[config.mk]
export PLATFORM = sky130hd
export DESIGN_NAME = hazard_unit
export DESIGN_NICKNAME = d
export VERILOG_FILES = /design/src/rtl/hazard_unit.sv
export SDC_FILE = /design/constraint.sdc
export NUM_CORES = 1
export LEC_CHECK = 0
export ABC_AREA = 1
export CAP_MARGIN = 20
export CORE_MARGIN = 2
export CORE_UTILIZATION = 54
export CTS_BUF_LIST = sky130_fd_sc_hd__clkbuf_4
export CTS_CLUSTER_DIAMETER = 80
export CTS_CLUSTER_SIZE = 40
export DETAILED_ROUTE_END_ITERATION = 7
export GPL_TIMING_DRIVEN = 1
export PLACE_DENSITY = 0.9
export SKIP_CTS_REPAIR_TIMING = 1
export SLEW_MARGIN = 20
export SYNTH_ARGS = -nofsm -noshare
export SYNTH_HDL_FRONTEND = slang
export SYNTH_SLANG_ARGS = --single-unit
[constraint.sdc]
create_clock -name clk -period 2.9 [get_ports clk]
set_input_delay 0.58 -clock clk [delete_from_list [all_inputs] [get_ports clk]]
set_output_delay 0.58 -clock clk [all_outputs]
set_load 0.02 [all_outputs]
[src/rtl/hazard_unit.sv]
// Decode-stage hazard/sequencing controller: load-use stall, redirect squash,
// ebreak halt, and saturating stall/flush performance counters.
module hazard_unit #(
    parameter int FLUSH_CYCLES = 2
) (
    input  logic        clk,
    input  logic        rst,
    input  logic [4:0]  id_rs1,
    input  logic [4:0]  id_rs2,
    input  logic        id_uses_rs1,
    input  logic        id_uses_rs2,
    input  logic        ex_mem_read,
    input  logic [4:0]  ex_rd,
    input  logic        ex_redirect,
    input  logic [2:0]  wb_jjee,
    input  logic        wb_valid,
    input  logic        resume,
    output logic        stall,
    output logic        jumpp,
    output logic        pc_write,
    output logic        ifid_write,
    output logic        ifid_flush,
    output logic        halted,
    output logic [15:0] stall_cnt,
    output logic [15:0] flush_cnt
);

    typedef enum logic [1:0] {
        RUN   = 2'b00,
        FLUSH = 2'b01,
        HALT  = 2'b10
    } state_t;

    localparam logic [3:0] FCNT_RELOAD = 4'(FLUSH_CYCLES - 1);
    localparam logic [2:0] JJEE_EBREAK = 3'b010;

    function automatic logic [15:0] sat_inc(input logic [15:0] v);
        return (v == 16'hFFFF) ? v : v + 16'd1;
    endfunction

    state_t     state, state_n;
    logic [3:0] fcnt, fcnt_n;
    logic       ld_haz;
    logic       brk;
    logic       run_stall;

    assign ld_haz = ex_mem_read && (ex_rd != 5'd0) &&
                    ((id_uses_rs1 && (id_rs1 == ex_rd)) ||
                     (id_uses_rs2 && (id_rs2 == ex_rd)));

    assign brk = wb_valid && (wb_jjee == JJEE_EBREAK);

    // A redirect wins over load-use, and a retiring ebreak suppresses the bubble
    // since the pipeline is about to halt anyway.
    assign run_stall = ld_haz && !ex_redirect && !brk;

    always_comb begin
        state_n = state;
        fcnt_n  = fcnt;
        case (state)
            RUN: begin
                if (brk) begin
                    state_n = HALT;
                    fcnt_n  = 4'd0;
                end else if (ex_redirect && (FLUSH_CYCLES > 1)) begin
                    state_n = FLUSH;
                    fcnt_n  = FCNT_RELOAD;
                end
            end
            FLUSH: begin
                if (brk) begin
                    state_n = HALT;
                    fcnt_n  = 4'd0;
                end else if (ex_redirect) begin
                    fcnt_n  = FCNT_RELOAD;
                end else if (fcnt <= 4'd1) begin
                    state_n = RUN;
                    fcnt_n  = 4'd0;
                end else begin
                    fcnt_n  = fcnt - 4'd1;
                end
            end
            HALT: begin
                if (resume) begin
                    state_n = RUN;
                end
            end
            default: begin
                state_n = RUN;
                fcnt_n  = 4'd0;
            end
        endcase
    end

    always_comb begin
        stall      = 1'b0;
        jumpp      = 1'b0;
        ifid_flush = 1'b0;
        pc_write   = 1'b1;
        ifid_write = 1'b1;
        case (state)
            RUN: begin
                jumpp      = ex_redirect;
                ifid_flush = ex_redirect;
                stall      = run_stall;
                pc_write   = !run_stall;
                ifid_write = !run_stall;
            end
            FLUSH: begin
                jumpp      = 1'b1;
                ifid_flush = 1'b1;
            end
            HALT: begin
                stall      = 1'b1;
                pc_write   = 1'b0;
                ifid_write = 1'b0;
            end
            default: ;
        endcase
        // Reset holds the front end frozen and squashing whatever is fetched.
        if (rst) begin
            stall      = 1'b0;
            jumpp      = 1'b1;
            ifid_flush = 1'b1;
            pc_write   = 1'b0;
            ifid_write = 1'b0;
        end
    end

    always_ff @(posedge clk) begin
        if (rst) begin
            state  <= RUN;
            fcnt   <= 4'd0;
            halted <= 1'b0;
        end else begin
            state  <= state_n;
            fcnt   <= fcnt_n;
            halted <= (state_n == HALT);
        end
    end

    // HALT also drives stall high, but only load-use bubbles are counted.
    always_ff @(posedge clk) begin
        if (rst) begin
            stall_cnt <= 16'd0;
            flush_cnt <= 16'd0;
        end else begin
            if ((state == RUN) && stall) begin
                stall_cnt <= sat_inc(stall_cnt);
            end
            if (jumpp) begin
                flush_cnt <= sat_inc(flush_cnt);
            end
        end
    end

endmodule
Word level (Yosys, flattened, before mapping)
Cells that the tools add are included.

operators by class
  $add $sub $neg = 3
  magnitude comparators = 1
  eq/ne operators = 9
  muxes and demuxes = 19
  bitwise gates (word level) = 3
  reduce and logical (&&, ||, !) cells = 17

operators with widths
  operator                                                         count
  adder 16 x 1 -> 16 bit (second input constant)                   2
  == test 16 bit (second input constant)                           2
  2-to-1 mux 4 bit                                                 5
  2-to-1 mux 2 bit                                                 6
  case mux 4 bit (3 select lines)                                  1
  == test 5 bit                                                    2
  logical AND 1 bit                                                8
  case mux 1 bit (2 select lines)                                  3
  case mux 2 bit (3 select lines)                                  1
  AND reduction 2 bit                                              3
  nonzero test 5 bit                                               1
  == test 2 bit (second input constant)                            2
  less-or-equal comparator 4 x 1 -> 1 bit (second input constant)  1
  subtractor 4 x 1 -> 4 bit (second input constant)                1
  == test 3 x 2 -> 1 bit (second input constant)                   1
  zero test 1 bit                                                  3
  2-to-1 mux 1 bit                                                 3
  inequality test 3 bit (second input constant)                    1
  NOT 1 bit                                                        3
  == test 2 x 1 -> 1 bit (second input constant)                   1
  zero test 2 bit                                                  1
  logical OR 1 bit                                                 1

storage, ports and cells
  bits in registers = 39
  bits of input ports = 26
  output and inout bits = 38
  logic and storage cells = 57

Logic depth before layout (Yosys ltp)
Gate-level depths: netlist of the first run.

  word-level depth = 10
  mapped depth = 12
  gate-level depth less buffers = 12

Worst setup path after synthesis of the first run
Ideal clock, no wire load.

  path type = input-to-output
  start = input ex_rd[3]
  end = output pc_write
  arrival time = 1.684 ns
  required time = 2.320 ns
  slack = 0.636 ns
  cell stages on the path = 8
  buffers on the path = 1
  cell sequence = inv_1 nand3_1 o21ai_0 nor2_1 nand2_1 nand2_1 nor2_1 buf_4

between the ends
  cells in the longest elaborated chain, start to end = 9
  elaborated cells on any way between the ends = 13
  those cells by class = eq/ne (2); mux (2); reduce/logical (9)

ends and longest elaborated chain
  what                                  line    text
  start: declaration                    13      input logic [4:0] ex_rd,
  == test 5 bit (on tied branches)      48, 49
  logical AND 1 bit (on tied branches)  48, 49
  logical OR 1 bit                      48      ((id_uses_rs1 && (id_rs1 == ex_rd)) ||
  logical AND 1 bit (*)                 47      assign ld_haz = ex_mem_read && (ex_rd != 5'd0) &&
  logical AND 1 bit (*) (2 in a row)    55      assign run_stall = ld_haz && !ex_redirect && !brk;
  zero test 1 bit (*)                   --
  case mux 1 bit (2 select lines) (*)   --
  2-to-1 mux 1 bit (*)                  --
  end: declaration                      20      output logic pc_write,

Every way passes the cells marked *; elsewhere a longest branch is shown, timed or not.

Final worst setup path of the first run
  start = input ex_rd[4]
  end = output pc_write

between the ends
  cells in the longest elaborated chain, start to end = 9
  elaborated cells on any way between the ends = 13
  those cells by class = eq/ne (2); mux (2); reduce/logical (9)

ends and longest elaborated chain
  what                                  line    text
  == test 5 bit (on tied branches)      48, 49
  logical AND 1 bit (on tied branches)  48, 49
  logical OR 1 bit                      48
  logical AND 1 bit (*)                 47
  logical AND 1 bit (*) (2 in a row)    55
  zero test 1 bit (*)                   106     pc_write = !run_stall;
  case mux 1 bit (2 select lines) (*)   101     case (state)
  2-to-1 mux 1 bit (*)                  121     if (rst) begin

Marks and branches as above.

==> reports/metrics.cfg, run 1 <==
[synthesis]
yosys.area.top_type=dfxtp_1
yosys.cell_types.count=31
synth_cells=368
ys_seq_area_frac=0.325
synth.area.top_cells=dfxtp_1 (32%), nand2_1 (14%), inv_1 (7.8%)
syn_area_um2=2400
syn_nets=398
avgSynthCellArea_um2=6.53
synthTopCellsByCount=nand2_1 (91), inv_1 (50), nor2_1 (41)
synth_edf_count=0
ys_ff_latch=39
synthFlopType=dfxtp_1
ys.warnings.count=0
synth_top_cell_area_share=0.325
ys_async_sr_fraction=0
yosysMostFrequentCell=nand2_1

[final_layout]
drive_gt1_frac=0.0618
fin_util=0.731
area_growth_pct=31.5
antennaDiodeCount=0
fin_cells=489
num-fill-cells=372
final_nets=466
fin_area_um2=3160

[clocking]
clkLatencyLatePin_ps=360
path_clk_slew_ps=110
cts_max_path_buffers=2
cts_made_buffers=5
root_buffer=clkbuf_4
cts_tree=built
htree_levels=2
clkSinkCount=39

[grt]
antenna_found_initial=0
grt_pass1_vias=2504
grt_use_total=0.266
grt_max_degree=20
grt_pass1_wl_um=10900
overflow=0

[status]
status=finished with violations
violations=negative setup slack

[setup_path]
cp_max_fo=3
crit_type=in2out
crit_path_end_kind=primary output
cp_data_required_time_ps=2320
startpoint_type=input port
crit_arrival_ps=2440

[detailed_routing]
drc_errors=0
wl_um=6420
final_antenna_net_count=0
avgRoutedWirePerCell_um=13.1
num_vias=2677
first_pass_iters=5
vias_per_cell=5.47
drt_iter0_markers=160

[floorplanning]
rows=24
floorplan.initialDensity=0.556
die_area_um2=5000
die_y_um=70.7
die_x_um=70.7
coreArea_um2=4320
io_pins=64

[timing]
final-setup-viol-count=2
period_minus_slack_ps=3020
fin_crit_sh=1.04
hold_ws_ps=499
clock_skew_ps=14.9
finalMaxSlewViolations=0
final.setup.worst_slack_ps=-121
finalHoldViolations=0
finalSetupTns_ps=-241
slew_headroom=0.622
worst_slew_pin_slew_ps=561
fmax_mhz=331
rsz0062_at_grt=true

[place]
dp_hpwl_um=4840
place_ws_ps=-113
dp_cells=481
dpl_cell_area_um2=3110
place.gp.congestion=0.943
numPortBuffers=63

[power]
p_int_mw=0.728
net-switching-power_mw=0.292
pwr-share-seq=0.546
peakVddDrop_v=0.000204
switching_share=0.286
total_power_mw=1.02
combPwrFrac=0.176
leakagePower_nw=1.23
pwr-share-clk=0.278
p_per_area_nw_per_um2=323

[min_path]
hold_path_class=reg2reg

[flow_run]
max-cap-violations=0

## cell usage in the layout (no fill, tap or decap), types with 13 or more instances in the layout
cell,instances
nand2_1,91
nand4_1,18
inv_1,50
nor2_1,41
o21ai_0,17
clkdlybuf4s50_1,62
dfxtp_1,39
nand3_1,18
a21oi_1,28
nor3_1,13
## area by class of cell
class,instances,area [um2],area share
multi-input combinational,267,1370,0.433
clock inverter,2,7.51,0.00238
tap,52,65.1,0.0206
inverter,51,191,0.0606
sequential,39,781,0.247
clock buffer,6,45.0,0.0143
timing repair buffer,72,701,0.222
## worst paths after layout
kind                               startpoint            end  slack (ps)  depth (start not counted)
worst max-delay path                 ex_rd[4]       pc_write        -120                          9
worst min-delay path            stall_cnt[15]  stall_cnt[15]         500                          2
worst max register to register   stall_cnt[0]  stall_cnt[13]         700                          7
worst min register to register  stall_cnt[15]  stall_cnt[15]         500                          2
## power groups by stage
stage          clock [mW]  sequential, mW  combinational, mW
5_1_grt             0.305           0.558              0.198
4_1_cts             0.283           0.556              0.179
3_5_place_dp            0           0.568              0.178
3_3_place_gp            0           0.568              0.170
6_report            0.284           0.556              0.180
2_1_floorplan           0           0.573             0.0901
## sequential cells by signal, indices dropped and copies added (netlist names)
name	flops
fcnt	4
stall_cnt	16
flush_cnt	16
state	2
halted	1
## cell families after synthesis
family / share of synthesized area
AO/OA/AOI/OAI: 0.116
XOR/XNOR: 0.0583
adder cells (fa/ha/maj): 0.0208
buffers and inverters: 0.105
flip-flops: 0.325
AND/OR/NAND/NOR: 0.375
## worst max-delay path, stage by stage
cell and delay, ps:
clkdlybuf4s50_1 440, inv_1 110, nand3_1 90, o21ai_0 150
nor2_1 50, nand2_1 120, nand2_1 100, nor2_1 160
clkdlybuf4s50_1 630
## per-layer routing
metal  wire (um)  global-route usage
met2        3060               0.470
met4          80              0.0755
met3         514              0.0613
met5           0                   0
met1        2770               0.323
(Power assumes the default switching activity.)
==> run 2: changes to the inputs <==
CAP_MARGIN = 25   (was 20)
==> results of run 2 <==
No change in the layout: final DEF, timing and power equal those of run 1.
==> run 3: changes to the inputs <==
REMOVE_ABC_BUFFERS = 1   (was not set)
==> run 3 against run 2 <==
Register-to-register slack better by 110 ps. Largest cell class unchanged. Largest power group unchanged. Clock skew down 3.7 ps. Clock-buffer cell count up 1. Total power up 0.70%. Sequential power about the same. Die area unchanged. Wire length down 5.2%. Hold slack worse by 22 ps. The flow now finishes without violations. Fmax up 11%. Critical endpoint is now ifid_flush. Critical path depth down 4. Clock power up 4%.
==> reports/metrics.cfg, run 3 (synthesis gave the netlist of run 1 again) <==
[setup_path]
max_stage_delay_ps=580  ; -50 ps
startpoint_type=input port
crit_path_end_kind=primary output
critPathTopFamily=buffers and inverters
slowest_stage=clkdlybuf4s50_1
cpMostUsedCell=clkdlybuf4s50_1
cp_data_required_time_ps=2320  ; about the same
crit_arrival_ps=2140  ; -300 ps
cp_max_fo=3  ; unchanged
crit_type=in2out
worstPathBufferInverterCount=3  ; unchanged
path_cells=clkdlybuf4s50_1, buf_4, o21ai_0, nand2_1, clkdlybuf4s50_1

[timing]
period_minus_slack_ps=2720  ; -299 ps
final-setup-viol-count=0  ; -2
finalHoldViolations=0  ; unchanged
final.setup.worst_slack_ps=178  ; +299 ps
rsz0062_at_grt=false
worst_slew_pin_slew_ps=512  ; -49.0 ps
fmax_mhz=367  ; +11%
clock_skew_ps=11.2  ; -3.70 ps
finalMaxSlewViolations=0  ; unchanged
slew_headroom=0.655  ; +0.0330
fin_crit_sh=0.939  ; -0.103

[status]
status=finished clean

[detailed_routing]
num_vias=2608  ; -2.6%
drt_iter0_markers=171  ; +6.9%
first_pass_iters=5  ; unchanged
vias_per_cell=5.34  ; -2.4%
final_antenna_net_count=0  ; unchanged
wl_um=6090  ; -5.2%
avgRoutedWirePerCell_um=12.5  ; -5.0%
drc_errors=0  ; unchanged

[final_layout]
final_nets=465  ; -0.21%
antennaDiodeCount=0  ; unchanged
multiInputGateArea_um2=1370  ; unchanged
largestRegisters=flush_cnt (16), stall_cnt (16), fcnt (4)
area_growth_pct=31.6  ; about the same
final_common_cell=nand2_1
drive_gt1_frac=0.0642  ; +0.00244
register_area_um2=781  ; unchanged
fin_area_um2=3160  ; about the same
num-fill-cells=366  ; -1.6%
fin_cells=488  ; -0.20%
fin_util=0.731  ; about the same
mostFrequentLayoutCells=nand2_1 (91), clkdlybuf4s50_1 (60), inv_1 (50)

[grt]
grt_pass1_wl_um=10100  ; -7.6%
grt_pass1_vias=2441  ; -2.5%
overflow=0  ; unchanged
antenna_found_initial=0  ; unchanged
grt_max_degree=20  ; unchanged
grt_use_total=0.245  ; -0.0212

[power]
peakVddDrop_v=0.000329  ; +61%
leakagePower_nw=1.25  ; +1.6%
p_per_area_nw_per_um2=325  ; +0.62%

[clocking]
cts_tree=built
htree_levels=2  ; unchanged
path_clk_slew_ps=110  ; about the same
cts_max_path_buffers=2  ; unchanged
clkSinkCount=39  ; unchanged
clkLatencyLatePin_ps=360  ; about the same
cts_made_buffers=5  ; unchanged
root_buffer=clkbuf_4

[place]
dpl_cell_area_um2=3100  ; -0.24%
dp_hpwl_um=4730  ; -2.3%
place_ws_ps=-85.7  ; +26.8 ps
place.gp.congestion=0.906  ; -3.9%
dp_cells=480  ; -0.21%
numPortBuffers=63  ; unchanged

[floorplanning]
rows=24  ; unchanged
die_y_um=70.7  ; unchanged
io_pins=64  ; unchanged
floorplan.initialDensity=0.556  ; unchanged
coreArea_um2=4320  ; unchanged
die_area_um2=5000  ; unchanged
die_x_um=70.7  ; unchanged

[flow_run]
max-cap-violations=0  ; unchanged

[min_path]
hold_path_class=reg2reg

run 3: changes by cell type in the layout (fill, tap and decap cells not counted), sizes merged:
cell           change
clkinv             -1
clkdlybuf4s50      -2
dlymetal6s2s       +2
buf                -1
clkbuf             +1
run 3: final timing paths:
check / startpoint / to / slack [ps] / cells past startpoint
setup reg to reg: stall_cnt[0] / stall_cnt[6] / 810 / 7
setup / recovery: ex_redirect / ifid_flush / 180 / 5
hold reg to reg: fcnt[1] / fcnt[1] / 480 / 2
hold / removal: fcnt[1] / fcnt[1] / 480 / 2
run 3: cell type report:
cell class / count / area share
sequential: 39 / 0.247
clock inverter: 1 / 0.00158
timing repair buffer: 71 / 0.221
tap: 52 / 0.0206
multi-input combinational: 267 / 0.433
inverter: 51 / 0.0605
clock buffer: 7 / 0.0166
run 3: where the power goes:
part / leakage [nW] / total [mW] / internal, mW / switching (mW)
Combinational: 0.898 / 0.176 / 0.0816 / 0.0943
Clock: 0.0361 / 0.294 / 0.113 / 0.181
Sequential: 0.315 / 0.556 / 0.546 / 0.0108
Total: 1.25 / 1.03 / 0.740 / 0.286
run 3: worst register-to-register path, stage by stage, from the launching register on:
cell and delay [ps]:
dfxtp_1 420, ha_1 240, nand2_1 120, nor3b_4 290, nand3_2 310, nand4_2 380
nand2_1 90, a21oi_1 190
run 3: metrics by stage:
stage	power [mW]	hold slack (ps)	TNS [ps]
final	1.03	478	0
after global routing	1.07	513	0
after CTS	1.03	472	-272
after detailed placement	0.743	455	-251
after global placement	0.736	452	-101
after floorplan	0.653	439	0
run 3: routing by layer:
| layer | vias up | track usage | share of wire |
|---|---|---|---|
| met1 | 1188 | 0.279 | 0.43 |
| met3 | 9 | 0.0541 | 0.053 |
| met2 | 75 | 0.444 | 0.50 |
| met4 | 0 | 0.0922 | 0.013 |
| met5 | - | 0 | 0 |
| li1 | 1336 | - | - |
